===== src/rtl/snake_dir_ctrl.sv =====
// snake_dir_ctrl
// Turns PS/2 make-code events into snake control: decodes direction,
// pause and restart keys, rejects 180-degree reversals and duplicates,
// queues accepted turns in a small FIFO and releases one turn per game tick.
//
// Ports
//   clk          system clock (100 MHz)
//   rst          synchronous active-high reset
//   scancode     make-code, sampled only while keyPressed=1
//   keyPressed   one-cycle key event strobe
//   tick         one-cycle game step strobe
//   dir          current movement direction (00 up, 01 right, 10 down, 11 left)
//   move         one-cycle step strobe (tick while not paused)
//   paused       pause state level
//   restart      one-cycle restart strobe
//   key_dropped  one-cycle strobe: direction key rejected
//   q_count      number of queued turns
//
// Handshake: there is no backpressure. Every input strobe is a one-cycle
// valid with implicit ready=1; every output strobe is registered and
// appears exactly one cycle after its causing input strobe.
module snake_dir_ctrl #(
  parameter int         QDEPTH   = 4,
  parameter logic [1:0] INIT_DIR = 2'b01
) (
  input  logic                      clk,
  input  logic                      rst,
  input  logic [7:0]                scancode,
  input  logic                      keyPressed,
  input  logic                      tick,
  output logic [1:0]                dir,
  output logic                      move,
  output logic                      paused,
  output logic                      restart,
  output logic                      key_dropped,
  output logic [$clog2(QDEPTH):0]   q_count
);

  localparam int PW = $clog2(QDEPTH);
  localparam int CW = PW + 1;

  // Turn FIFO storage and pointers; pointers wrap naturally at QDEPTH
  // because QDEPTH is a power of two.
  logic [1:0]    mem [QDEPTH];
  logic [PW-1:0] rd_ptr;
  logic [PW-1:0] wr_ptr;

  // Decoded key event
  logic       is_dir;
  logic       is_pause;
  logic       is_restart;
  logic [1:0] cand;

  always_comb begin
    is_dir     = 1'b0;
    is_pause   = 1'b0;
    is_restart = 1'b0;
    cand       = 2'b00;
    if (keyPressed) begin
      case (scancode)
        8'h1D, 8'h75: begin is_dir = 1'b1; cand = 2'b00; end
        8'h23, 8'h74: begin is_dir = 1'b1; cand = 2'b01; end
        8'h1B, 8'h72: begin is_dir = 1'b1; cand = 2'b10; end
        8'h1C, 8'h6B: begin is_dir = 1'b1; cand = 2'b11; end
        8'h29:        is_pause   = 1'b1;
        8'h5A:        is_restart = 1'b1;
        default:      ;
      endcase
    end
  end

  // Reference direction: the turn the snake will be heading in after all
  // queued turns are applied. Evaluated on pre-pop contents.
  logic [PW-1:0] newest_ptr;
  logic [1:0]    ref_dir;
  logic          q_empty;
  logic          q_full;
  logic          do_move;
  logic          do_pop;
  logic          accept;
  logic          drop;

  always_comb begin
    newest_ptr = wr_ptr - PW'(1);
    q_empty    = (q_count == '0);
    q_full     = (q_count == CW'(QDEPTH));
    ref_dir    = q_empty ? dir : mem[newest_ptr];
    do_move    = tick && !paused;
    do_pop     = do_move && !q_empty;
    // A full FIFO still accepts when a pop frees a slot in the same cycle.
    accept     = is_dir && !paused
                 && (cand != ref_dir)
                 && (cand != (ref_dir ^ 2'b10))
                 && (!q_full || do_pop);
    drop       = is_dir && !accept;
  end

  // FIFO storage write; contents need no reset since q_count gates reads.
  always_ff @(posedge clk) begin
    if (!rst && !is_restart && accept) begin
      mem[wr_ptr] <= cand;
    end
  end

  always_ff @(posedge clk) begin
    if (rst) begin
      dir         <= INIT_DIR;
      move        <= 1'b0;
      paused      <= 1'b0;
      restart     <= 1'b0;
      key_dropped <= 1'b0;
      q_count     <= '0;
      rd_ptr      <= '0;
      wr_ptr      <= '0;
    end else if (is_restart) begin
      // Restart overrides every other event in the same cycle, tick included.
      dir         <= INIT_DIR;
      move        <= 1'b0;
      paused      <= 1'b0;
      restart     <= 1'b1;
      key_dropped <= 1'b0;
      q_count     <= '0;
      rd_ptr      <= '0;
      wr_ptr      <= '0;
    end else begin
      move        <= do_move;
      restart     <= 1'b0;
      key_dropped <= drop;
      if (is_pause) begin
        paused <= ~paused;
      end
      if (do_pop) begin
        dir    <= mem[rd_ptr];
        rd_ptr <= rd_ptr + PW'(1);
      end
      if (accept) begin
        wr_ptr <= wr_ptr + PW'(1);
      end
      case ({accept, do_pop})
        2'b10:   q_count <= q_count + CW'(1);
        2'b01:   q_count <= q_count - CW'(1);
        default: ;
      endcase
    end
  end

endmodule


===== config.mk =====
export PLATFORM = sky130hd
export DESIGN_NAME = snake_dir_ctrl
export DESIGN_NICKNAME = d
export VERILOG_FILES = /design/src/rtl/snake_dir_ctrl.sv
export SDC_FILE = /design/constraint.sdc
export NUM_CORES = 1
export LEC_CHECK = 0
export ABC_AREA = 1
export CAP_MARGIN = 20
export CORE_MARGIN = 4
export CORE_UTILIZATION = 55
export CTS_BUF_LIST = sky130_fd_sc_hd__clkbuf_2 sky130_fd_sc_hd__clkbuf_4 sky130_fd_sc_hd__clkbuf_8
export DETAILED_ROUTE_END_ITERATION = 10
export PLACE_DENSITY_LB_ADDON = 0.1
export SLEW_MARGIN = 0
export SYNTH_ARGS = -nofsm -noshare
export SYNTH_HDL_FRONTEND = slang
export SYNTH_SLANG_ARGS = --single-unit

===== constraint.sdc =====
create_clock -name clk -period 3 [get_ports clk]
set_input_delay 0.75 -clock clk [delete_from_list [all_inputs] [get_ports clk]]
set_output_delay 0.75 -clock clk [all_outputs]
set_load 0.01 [all_outputs]

Word-level counts from Yosys, hierarchy flattened

Memory sizes are Yosys's and may differ from the RTL's. A register that Yosys moved wholly into a read port is not among the register bits.
Index checks and enable logic that the tools add are counted.

Bits in registers: 11
Bits in latches: 0
Memory bits (writable): 8
ROM bits: 0
Bits of input ports: 12
Output and inout bits: 9
Logic and storage cells: 66
Memories kept: 1

Add/subtract/negate cells: 5
Multiply operators: 0
Divide/modulo/power cells: 0
Order comparisons: 0
Eq/ne operators: 15
Shift operators: 0
Muxes and demuxes: 13
Bitwise gates (word level): 2
Reduce and logical (&&, ||, !) cells: 23

Memory list:

| name | words | bits a word | read ports | clocked after memory_dff | wr ports | RTL line | text |
|---|---|---|---|---|---|---|---|
| mem  | 4     | 2           | 2          | 1                        | 1        | 44       | `logic [1:0] mem [QDEPTH];` |

Operators with widths:

| cell                                                                | number |
|---|---|
| 8-bit by 7-bit == test with 1-bit output (second input constant)    | 5 |
| 8-bit by 5-bit == test with 1-bit output (second input constant)    | 3 |
| 8-bit by 6-bit == test with 1-bit output (second input constant)    | 2 |
| 1-bit logical AND                                                   | 9 |
| 1-bit 2-to-1 mux                                                    | 9 |
| 2-bit OR reduction                                                  | 4 |
| 8-bit OR reduction                                                  | 1 |
| 1-bit zero test                                                     | 6 |
| 2-bit one-hot mux with 3 select lines                               | 1 |
| 3-bit one-hot mux with 2 select lines                               | 1 |
| 2-bit by 1-bit adder with 2-bit output (second input constant)      | 2 |
| 2-bit 2-to-1 mux                                                    | 2 |
| 2-bit != test                                                       | 2 |
| 3-bit by 1-bit adder with 3-bit output (second input constant)      | 1 |
| 3-bit == test (second input constant)                               | 1 |
| 3-bit zero test                                                     | 1 |
| 3-bit by 1-bit subtractor with 3-bit output (second input constant) | 1 |
| 2-bit by 1-bit == test with 1-bit output (second input constant)    | 1 |
| 2-bit == test (second input constant)                               | 1 |
| 1-bit NOT                                                           | 2 |
| 2-bit nonzero test                                                  | 1 |
| 2-bit by 1-bit subtractor with 2-bit output (second input constant) | 1 |
| 1-bit logical OR                                                    | 1 |

Logic depth before layout (Yosys ltp)

Gate-level depths: netlist of the first run.

Depth in word-level cells: 11
Depth in mapped cells: 18
Mapped depth without buffers: 18

Worst setup path before layout of the first run

OpenSTA, ideal clock, no wires.

Kind: input port to flip-flop
Start: input port scancode[7]
End: register q_count[2]
Setup time: 0.115 ns
Data arrival time: 2.312 ns
Required time: 2.885 ns
Setup slack: 0.573 ns
Cell stages on the path: 16
Path buffers: 0
Path through: nor2_2 > inv_2 > nor2_2 > nand2_1 > nand2_1 > nor2_2 > nand2_2 > nand3_2 > inv_1 > nand2_1 > nand2_2 > inv_1 > fa_1 > nand3b_1 > a21oi_1 > nor2_1

Cells in the longest elaborated chain, start to end: 10
Elaborated cells on any way between the ends: 30
Those cells by class: eq/ne (13); mux (7); reduce/logical (10)

Ends and longest elaborated chain:

| element                                                                     | RTL line | text |
|---|---|---|
| from (decl)                                                                 | 28       | `input logic [7:0] scancode,` |
| 8-bit by 5-bit == test with 1-bit output, or another cell as far along      | 60       | `case (scancode)` |
| 2-bit OR reduction or 8-bit OR reduction (tied branches)                    | n/a      |  |
| 2-bit one-hot mux with 3 select lines or 1-bit 2-to-1 mux (tied branches)   | 60       |  |
| 2-bit 2-to-1 mux or 1-bit 2-to-1 mux (tied branches)                        | 59       | `if (keyPressed) begin` |
| 2-bit != test or 1-bit logical AND (tied branches)                          | 92, 91   |  |
| 1-bit logical AND                                                           | 92       | `&& (cand != ref_dir)` |
| 1-bit logical AND                                                           | 93       | `&& (cand != (ref_dir ^ 2'b10))` |
| 1-bit logical AND                                                           | 94       | `&& (!q_full \|\| do_pop);` |
| 2-bit by 1-bit == test with 1-bit output or 2-bit == test (tied branches)   | 139      | `case ({accept, do_pop})` |
| 3-bit one-hot mux with 2 select lines or 2-bit nonzero test (tied branches) | n/a      |  |
| to (signal assigned)                                                        | 140      | `2'b10: q_count <= q_count + CW'(1);` |
| to (signal assigned)                                                        | 141      | `2'b01: q_count <= q_count - CW'(1);` |
| to (decl)                                                                   | 36       | `output logic [$clog2(QDEPTH):0] q_count` |

Several ways; a longest one is shown, not always the timed one.
A chain may end at the register's enable or synchronous reset.

Final worst setup path of the first run

Start: input port scancode[3]
End: register q_count[2]

Same word-level chain as after synthesis.

==> summary by stage, run 1 <==
Run status
The run finished with clean final reports.

STA
For the finished layout, the period the worst path requires is 2.786 ns. The relative slew slack is 66.74%. The worst hold margin is 0.5450 ns. Setup violations remaining at the end of the flow were counted as 0. The minimum setup slack in the final design is 0.2140 ns. The final worst-path cycle share is 92.87%. Based on the critical path, the design can be clocked at up to 358.9 MHz.

Setup repair after global routing left no endpoint under its margin. The final setup skew is 0.002197 ns. The transition at the pin with the smallest max-transition slack is 0.4971 ns. The max-slew violation count came to 0.

The final count of hold timing violations is 0.

Cells and area
In the layout the commonest cells are sky130_fd_sc_hd__nand2_1, sky130_fd_sc_hd__nor2_1, sky130_fd_sc_hd__inv_1. The area growth from synthesis to layout is 21.90%. The final layout contains 248 nets. Cells with a size suffix above 1 make up 18.70% of the layout. The most common library cell in the layout ignoring fill and taps is sky130_fd_sc_hd__nand2_1.

Counting the fill cells in the layout gives 189. Summing all multi-input logic gate instances after layout gives 755.7 sq um. 0 antenna diodes ended up in the layout. The finished layout holds 258 standard cells, fillers aside. Measured on the finished design, the core utilization comes to 73.37%. The sequential standard cell area is 500.5 sq um.

Power and ir drop
The total power divided by cell area is 443.9 nW/um^2. The share of power burned in registers is 45.3%. In this run the power spent charging and discharging nets is 0.2601 mW.

The static leakage power is 0.7454 nW. The internal portion of the total power is 0.4880 mW. The share of power burned in the clock network is 19.1%. The combinational fraction of design power is 35.6%. Net switching is 34.77% of the power. The worst-case vdd ir drop is 0.0004098 V.

Floorplan
The row count is 17. The die width is 58.14 microns. Measured along the y axis, the die boundary spans 58.14 microns.

During I/O placement, the number of pins put on the boundary was 21. The die covers 3380 sq um. The core box area is 2297 sq um. For this configuration, the core starts out at a cell density of 60.19%.

Synthesis
Yosys attributes the largest share of cell area to sky130_fd_sc_hd__dfxtp_1, sky130_fd_sc_hd__edfxtp_1, sky130_fd_sc_hd__nand2_1, sky130_fd_sc_hd__nor2_1, sky130_fd_sc_hd__inv_1. The post-synth net total is 218. The cell area that synthesis handed to floorplanning was 1383 sq um. The number of different library cells used by synthesis comes to 27. Averaged over all synthesized cells, the footprint is 6.878 sq um.

Synthesis inferred 21 register bits. For this run, the register share of the synthesized area comes to 36.20%. The share of synthesized area in the top cell type comes to 18.82%.

The cell count after synthesis is 201. The synthesized design spends more area on one cell type than any other, namely sky130_fd_sc_hd__dfxtp_1. For this run, the number of Yosys warnings is 0.

Drt
The first detailed-routing pass took 4 iterations. For this block, the initial DRC count from the detailed router was 59. The detail-routed net length per standard cell is 11.31 microns.

For this block, the routed nets add up to 2917 microns of wire. In the routed design, unresolved DRC markers number 0. The number of vias per cell is 5.031.

The via count is 1298. The number of nets with antenna violations after routing is 0.

Setup path
STA puts the critical path data required time at 3.25 ns. The category of the critical setup timing path is in2reg. The nature of the critical path startpoint is an input pin. Data on the critical path arrives at its endpoint at 3.03 ns. The worst reg-to-reg setup slack is 0.38 ns. Along the worst path, the maximum fanout reaches 5. The category of the worst setup path capture point is a flip-flop.

Global route
The total overflow left after global routing is 0. The via count of the first global-routing pass is 1179. The number of antenna violations at the first check in global routing is 0. Entering global routing, the biggest net connects 12 pins.

The overall global routing resource usage is 19.12%. The first global-routing pass estimated 5030 microns of wire.

Clocking
Hold repair after CTS inserted 0 buffers. In this run the deepest clock path goes through 2 buffers. The number of gates given a new drive strength after cts is 0.

The CTS tree is built. TritonCTS created 3 clock buffers. The cell sitting at the root of the clock tree is a sky130_fd_sc_hd__clkbuf_4.

The total setup buffers inserted after CTS is 0. The clock sink count is 21. In this run the number of H-tree levels came out at 1.

The clock slew at the register clock pins of the worst setup and hold paths is 0.11 ns. At the later pin of the worst-skew pair, clock insertion delay measures 0.30 ns.

Place
The count of input and output buffers is 20. The placed cell count is 254. At the placement stage, the worst setup path has a slack of -0.08677 ns. The half-perimeter wire length after detailed placement is 2460 microns. The final RePlAce weighted congestion is 0.9120.

Run
The number of maximum-capacitance constraint violations is 0.

Min path
The path class of the tightest hold or removal check is reg2reg.
critical path: stages:
cell,delay [ns]
sky130_fd_sc_hd__clkdlybuf4s50_1,0.56
sky130_fd_sc_hd__nand2_1,0.11
sky130_fd_sc_hd__inv_1,0.06
sky130_fd_sc_hd__nand2_1,0.07
sky130_fd_sc_hd__inv_1,0.06
sky130_fd_sc_hd__nand2_1,0.05
sky130_fd_sc_hd__nand2_1,0.08
sky130_fd_sc_hd__nor2_2,0.05
sky130_fd_sc_hd__nand2_2,0.06
sky130_fd_sc_hd__nand3_2,0.07
sky130_fd_sc_hd__inv_1,0.06
sky130_fd_sc_hd__nand2_1,0.08
sky130_fd_sc_hd__nand2_2,0.08
sky130_fd_sc_hd__inv_1,0.05
sky130_fd_sc_hd__fa_1,0.37
sky130_fd_sc_hd__nand3b_1,0.19
sky130_fd_sc_hd__nand3_1,0.13
sky130_fd_sc_hd__nand2_1,0.06
sky130_fd_sc_hd__nor2_1,0.09
layout make-up:
cell class                 instances  share of cell area (%)
tap                               28                   2.079
clock buffer                       4                   1.782
multi-input combinational        147                   44.84
sequential                        21                   29.70
timing repair buffer              25                   14.11
inverter                          33                   7.498
kinds of logic (layout without fill, tap and decap cells):
logic type / Yosys count / after routing / share of synthesized area, %
AND/OR/NAND/NOR: 124 / 124 / 41.45
flip-flops: 21 / 21 / 36.20
XOR/XNOR: 1 / 1 / 0.6336
adder cells (fa/ha/maj): 5 / 5 / 5.068
buffers and inverters: 33 / 62 / 9.140
AO/OA/AOI/OAI: 17 / 17 / 7.512
metrics by stage:
step                      total power [mW]  setup TNS [ns]  instance area [sq um]
after floorplan                     0.5116               0                   1383
after global placement              0.5973       -0.005045                   1655
after detailed placement            0.6087        -0.08677                   1655
after CTS                           0.7493               0                   1685
after global routing                0.7964               0                   1685
final                               0.7481               0                   1685
registers in the layout, summed over array words and instances, names as in the netlist:
register     count
key_dropped      1
mem              8
wr_ptr           2
dir              2
restart          1
q_count          3
move             1
paused           1
rd_ptr           2
cell usage after synthesis (all sizes together):
master	instances
nand2	61
nor2	50
inv	33
dfxtp	13
edfxtp	8
nand3	8
o21ai	7
a21oi	6
ha	4
nand3b	2
nor4	2
a211o	1
a221oi	1
a31oi	1
fa	1
nand4	1
o21a	1
xor2	1
metal layers:
layer	vias to the layer above	wire, microns	track usage [%]
met4	0	34	3.974
met1	573	1274	23.42
met3	7	156	5.122
met2	36	1451	33.55
li1	682	-	-
met5	-	0	0
power by group through the flow:
stage	Clock [mW]	Combinational, mW	Sequential (mW)
after CTS	0.146	0.265	0.338
after detailed placement	0	0.264	0.344
after global placement	0	0.255	0.343
after global routing	0.160	0.295	0.342
after floorplan	0	0.163	0.349
final	0.143	0.267	0.339
path summary, 6_finish.rpt:
kind          startpoint    endpoint  cells after the start
min               dir[0]      dir[0]                      1
max          scancode[3]  q_count[2]                     19
max reg2reg    wr_ptr[0]  q_count[2]                     16
min reg2reg       dir[0]      dir[0]                      1
(Power assumes the default switching activity.)
==> run 2, diff against run 1 <==
Settings changed: CELL_PAD_IN_SITES_DETAIL_PLACEMENT set to 1, CELL_PAD_IN_SITES_GLOBAL_PLACEMENT set to 1, CORE_UTILIZATION 55 to 46, DONT_BUFFER_PORTS set to 1.
==> summary by stage, run 2 (synthesis results as in run 1) <==
Global route
The global-route wire length before repair is 5775 microns (+15%). met2 is the most crowded layer. The overall global routing resource usage is 18.16% (-0.96 points). The met3 usage was 3.597% (-1.5 points). The met1 track utilization from global routing is 19.98% (-3.4 points).

The aggregate global routing overflow is 0 (unchanged). The number of antenna violations at the first check in global routing came to 0 (unchanged). The largest net degree at the start of global routing is 14 (+2). The met2 track demand over resource in global routing came to 34.62% (+1.1 points). The via count of the first global-routing pass was 1340 (+14%).

Floorplan
The number of top-level pins is 21 (unchanged). The initial cell density of the core is 49.29% (-11 points). The row count is 19 (+2). The total die area is 3947 sq um (+17%). The die width came to 62.83 microns (+8.1%). The core box area is 2805 sq um (+22%). The height of the die is 62.83 microns (+8.1%).

STA
The final critical-path required period is 2.700 ns (-0.08593 ns). Setup repair after global routing left no endpoint under its margin. The final setup skew is 0.003269 ns (+0.001072 ns).

The achievable frequency is 370.4 MHz (+3.2%). The final count of hold timing violations is 0 (unchanged). The max-slew violation count is 0 (unchanged).

The aggregate negative setup slack came to 0 ns (unchanged). The transition at the pin with the smallest max-transition slack is 0.4734 ns (-0.02367 ns). The final worst-path cycle share is 90.00% (-2.9 points). The total setup violations reported at the end of the flow is 0 (unchanged).

The minimum setup slack in the final design was 0.2999 ns (+0.08593 ns). The relative slew slack is 68.32% (+1.6 points).

Clocking
TritonCTS built the clock tree. The maximum buffer depth of the clock tree is 2 (unchanged). The clock sink count is 21 (unchanged). The number of hold buffers added after CTS was 0 (unchanged).

The number of gates given a new drive strength after cts is 0 (unchanged). The total setup buffers inserted after CTS is 0 (unchanged). CTS placed an instance of sky130_fd_sc_hd__clkbuf_4 at the clock tree root. The level count of the clock H-tree is 1 (unchanged). The clock slew at the register clock pins of the worst setup and hold paths is 0.13 ns (+0.02 ns). The total CTS buffers is 3 (unchanged).

The clock network latency to the later pin of the worst-skew pair came to 0.31 ns (about the same).

Cells and area
The number of nets in the finished design came to 224 (-9.7%). In the final layout, the registers with the most flip-flops are mem: 8 flops, q_count: 3 flops. mem holds more flip-flops than any other register.

The number of antenna cells inserted is 0 (unchanged). The final instance area is 1459 sq um (-13%). The most common library cell in the layout ignoring fill and taps is sky130_fd_sc_hd__nand2_1. The fraction of layout instances using a drive strength above 1 was 18.93% (+0.24 points). In the layout the commonest cells are sky130_fd_sc_hd__nand2_1, sky130_fd_sc_hd__nor2_1, sky130_fd_sc_hd__inv_1. The area growth from synthesis to layout is 5.520%.

The number of flip-flops under the largest register name is 8 (unchanged).

Setup path
The data arrival time of the critical path is 2.91 ns (-0.12 ns). The required time of the worst setup path is 3.21 ns (-0.04 ns). The worst reg-to-reg setup slack is 0.30 ns (-0.08 ns). The critical path is of the reg2reg type. The category of the worst setup path capture point is a flip-flop. The nature of the critical path startpoint is a flip-flop. The peak fanout along the critical path was 6 (+1).

Drt
The remaining routing DRC violations was 0 (unchanged). The detail-routed net length per standard cell came to 13.75 microns (+22%). The number of nets with antenna violations after routing is 0 (unchanged).

The via count is 1239 (-4.5%). The number of vias per cell is 5.228 (+3.9%). The total wire length is 3258 microns (+12%). The first-iteration detailed-routing DRC count is 29 (-51%). The number of iterations in the first detailed-routing pass was 4 (unchanged).

Place
The half-perimeter wire length after detailed placement is 2767 microns (+12%). The final RePlAce weighted congestion is 0.8266 (-9.4%). The count of input and output buffers is 0 (-100%). The post-placement setup slack is 0.3376 ns (+0.4244 ns). The post-placement cell area is 1429 sq um (-14%).

Power and ir drop
The internal power summed over all cells came to 0.4336 mW (-11%). The total power divided by cell area was 477.0 nW/um^2 (+7.4%). The share of power burned in registers is 50.1% (+4.8 points). The worst-case vdd ir drop is 0.0001862 V (-55%). The combinational fraction of design power is 29.1% (-6.5 points).

The static leakage power was 0.6486 nW (-13%). The share of power burned in the clock network is 20.8% (+1.7 points). The net switching fraction of the power is 37.68% (+2.9 points).

The switching power total came to 0.2622 mW (+0.79%).

Run
The number of maximum-capacitance constraint violations is 0 (unchanged).

Min path
The worst hold path belongs to the class in2reg.

Run status
The flow ran to the end, and the final reports show no timing, DRC or antenna violations.
run 2: layout make-up:
type / instances / area (sq um)
repair buffers: 1 / 7.507
flip-flops and latches: 21 / 500.5
clock buffers: 3 / 22.52
multi-input cells: 147 / 755.7
inverters: 33 / 126.4
fillers: 381 / 1346
clock inverters: 1 / 7.507
well taps: 31 / 38.79
run 2: power by group through the flow:
stage,logic (mW),clock network (mW),registers (mW)
2_1_floorplan,0.163,0,0.349
3_3_place_gp,0.189,0,0.354
3_5_place_dp,0.203,0,0.356
4_1_cts,0.205,0.149,0.350
5_1_grt,0.232,0.163,0.354
6_report,0.203,0.145,0.348
run 2: metrics by stage:
stage / utilization (%) / std cells / total power, mW / hold WS, ns
after floorplan: - / 201 / 0.5116 / 0.4972
after CTS: 52.01 / 237 / 0.7042 / 0.4914
after detailed placement: 50.94 / 233 / 0.5594 / 0.5541
after global placement: 50.94 / 233 / 0.5430 / 0.5265
after global routing: 52.01 / 237 / 0.7483 / 0.4848
final: 52.01 / 237 / 0.6958 / 0.4953
run 2: final timing paths:
| path | start | end | cells past startpoint |
|---|---|---|---|
| hold / removal | rst | restart | 1 |
| setup reg to reg | wr_ptr[0] | q_count[2] | 15 |
| setup / recovery | wr_ptr[0] | q_count[2] | 15 |
| hold reg to reg | wr_ptr[1] | wr_ptr[1] | 2 |
run 2: per-layer routing:
layer	share of wire, %	up-vias
li1	-	629
met1	43	586
met2	52	20
met3	3.3	4
met4	1.0	0
met5	0	-
run 2: critical path: stages (launching register included):
cell and delay (ns):
sky130_fd_sc_hd__dfxtp_1 0.45, sky130_fd_sc_hd__inv_1 0.16, sky130_fd_sc_hd__ha_1 0.37, sky130_fd_sc_hd__nand3b_1 0.17, sky130_fd_sc_hd__nand2_1 0.08, sky130_fd_sc_hd__nand2_1 0.05
sky130_fd_sc_hd__nand2_1 0.09, sky130_fd_sc_hd__nand3_1 0.09, sky130_fd_sc_hd__nand2_1 0.08, sky130_fd_sc_hd__nand2_1 0.08, sky130_fd_sc_hd__nand2_2 0.09, sky130_fd_sc_hd__inv_1 0.06
sky130_fd_sc_hd__fa_1 0.39, sky130_fd_sc_hd__nand3b_1 0.20, sky130_fd_sc_hd__a21oi_1 0.19, sky130_fd_sc_hd__nor2_1 0.06
==> run 3, diff against run 2 <==
Settings changed: GPL_ROUTABILITY_DRIVEN set to 0.
==> results of run 3 <==
Same layout as run 2: the final DEF is identical, and so are final timing and power.
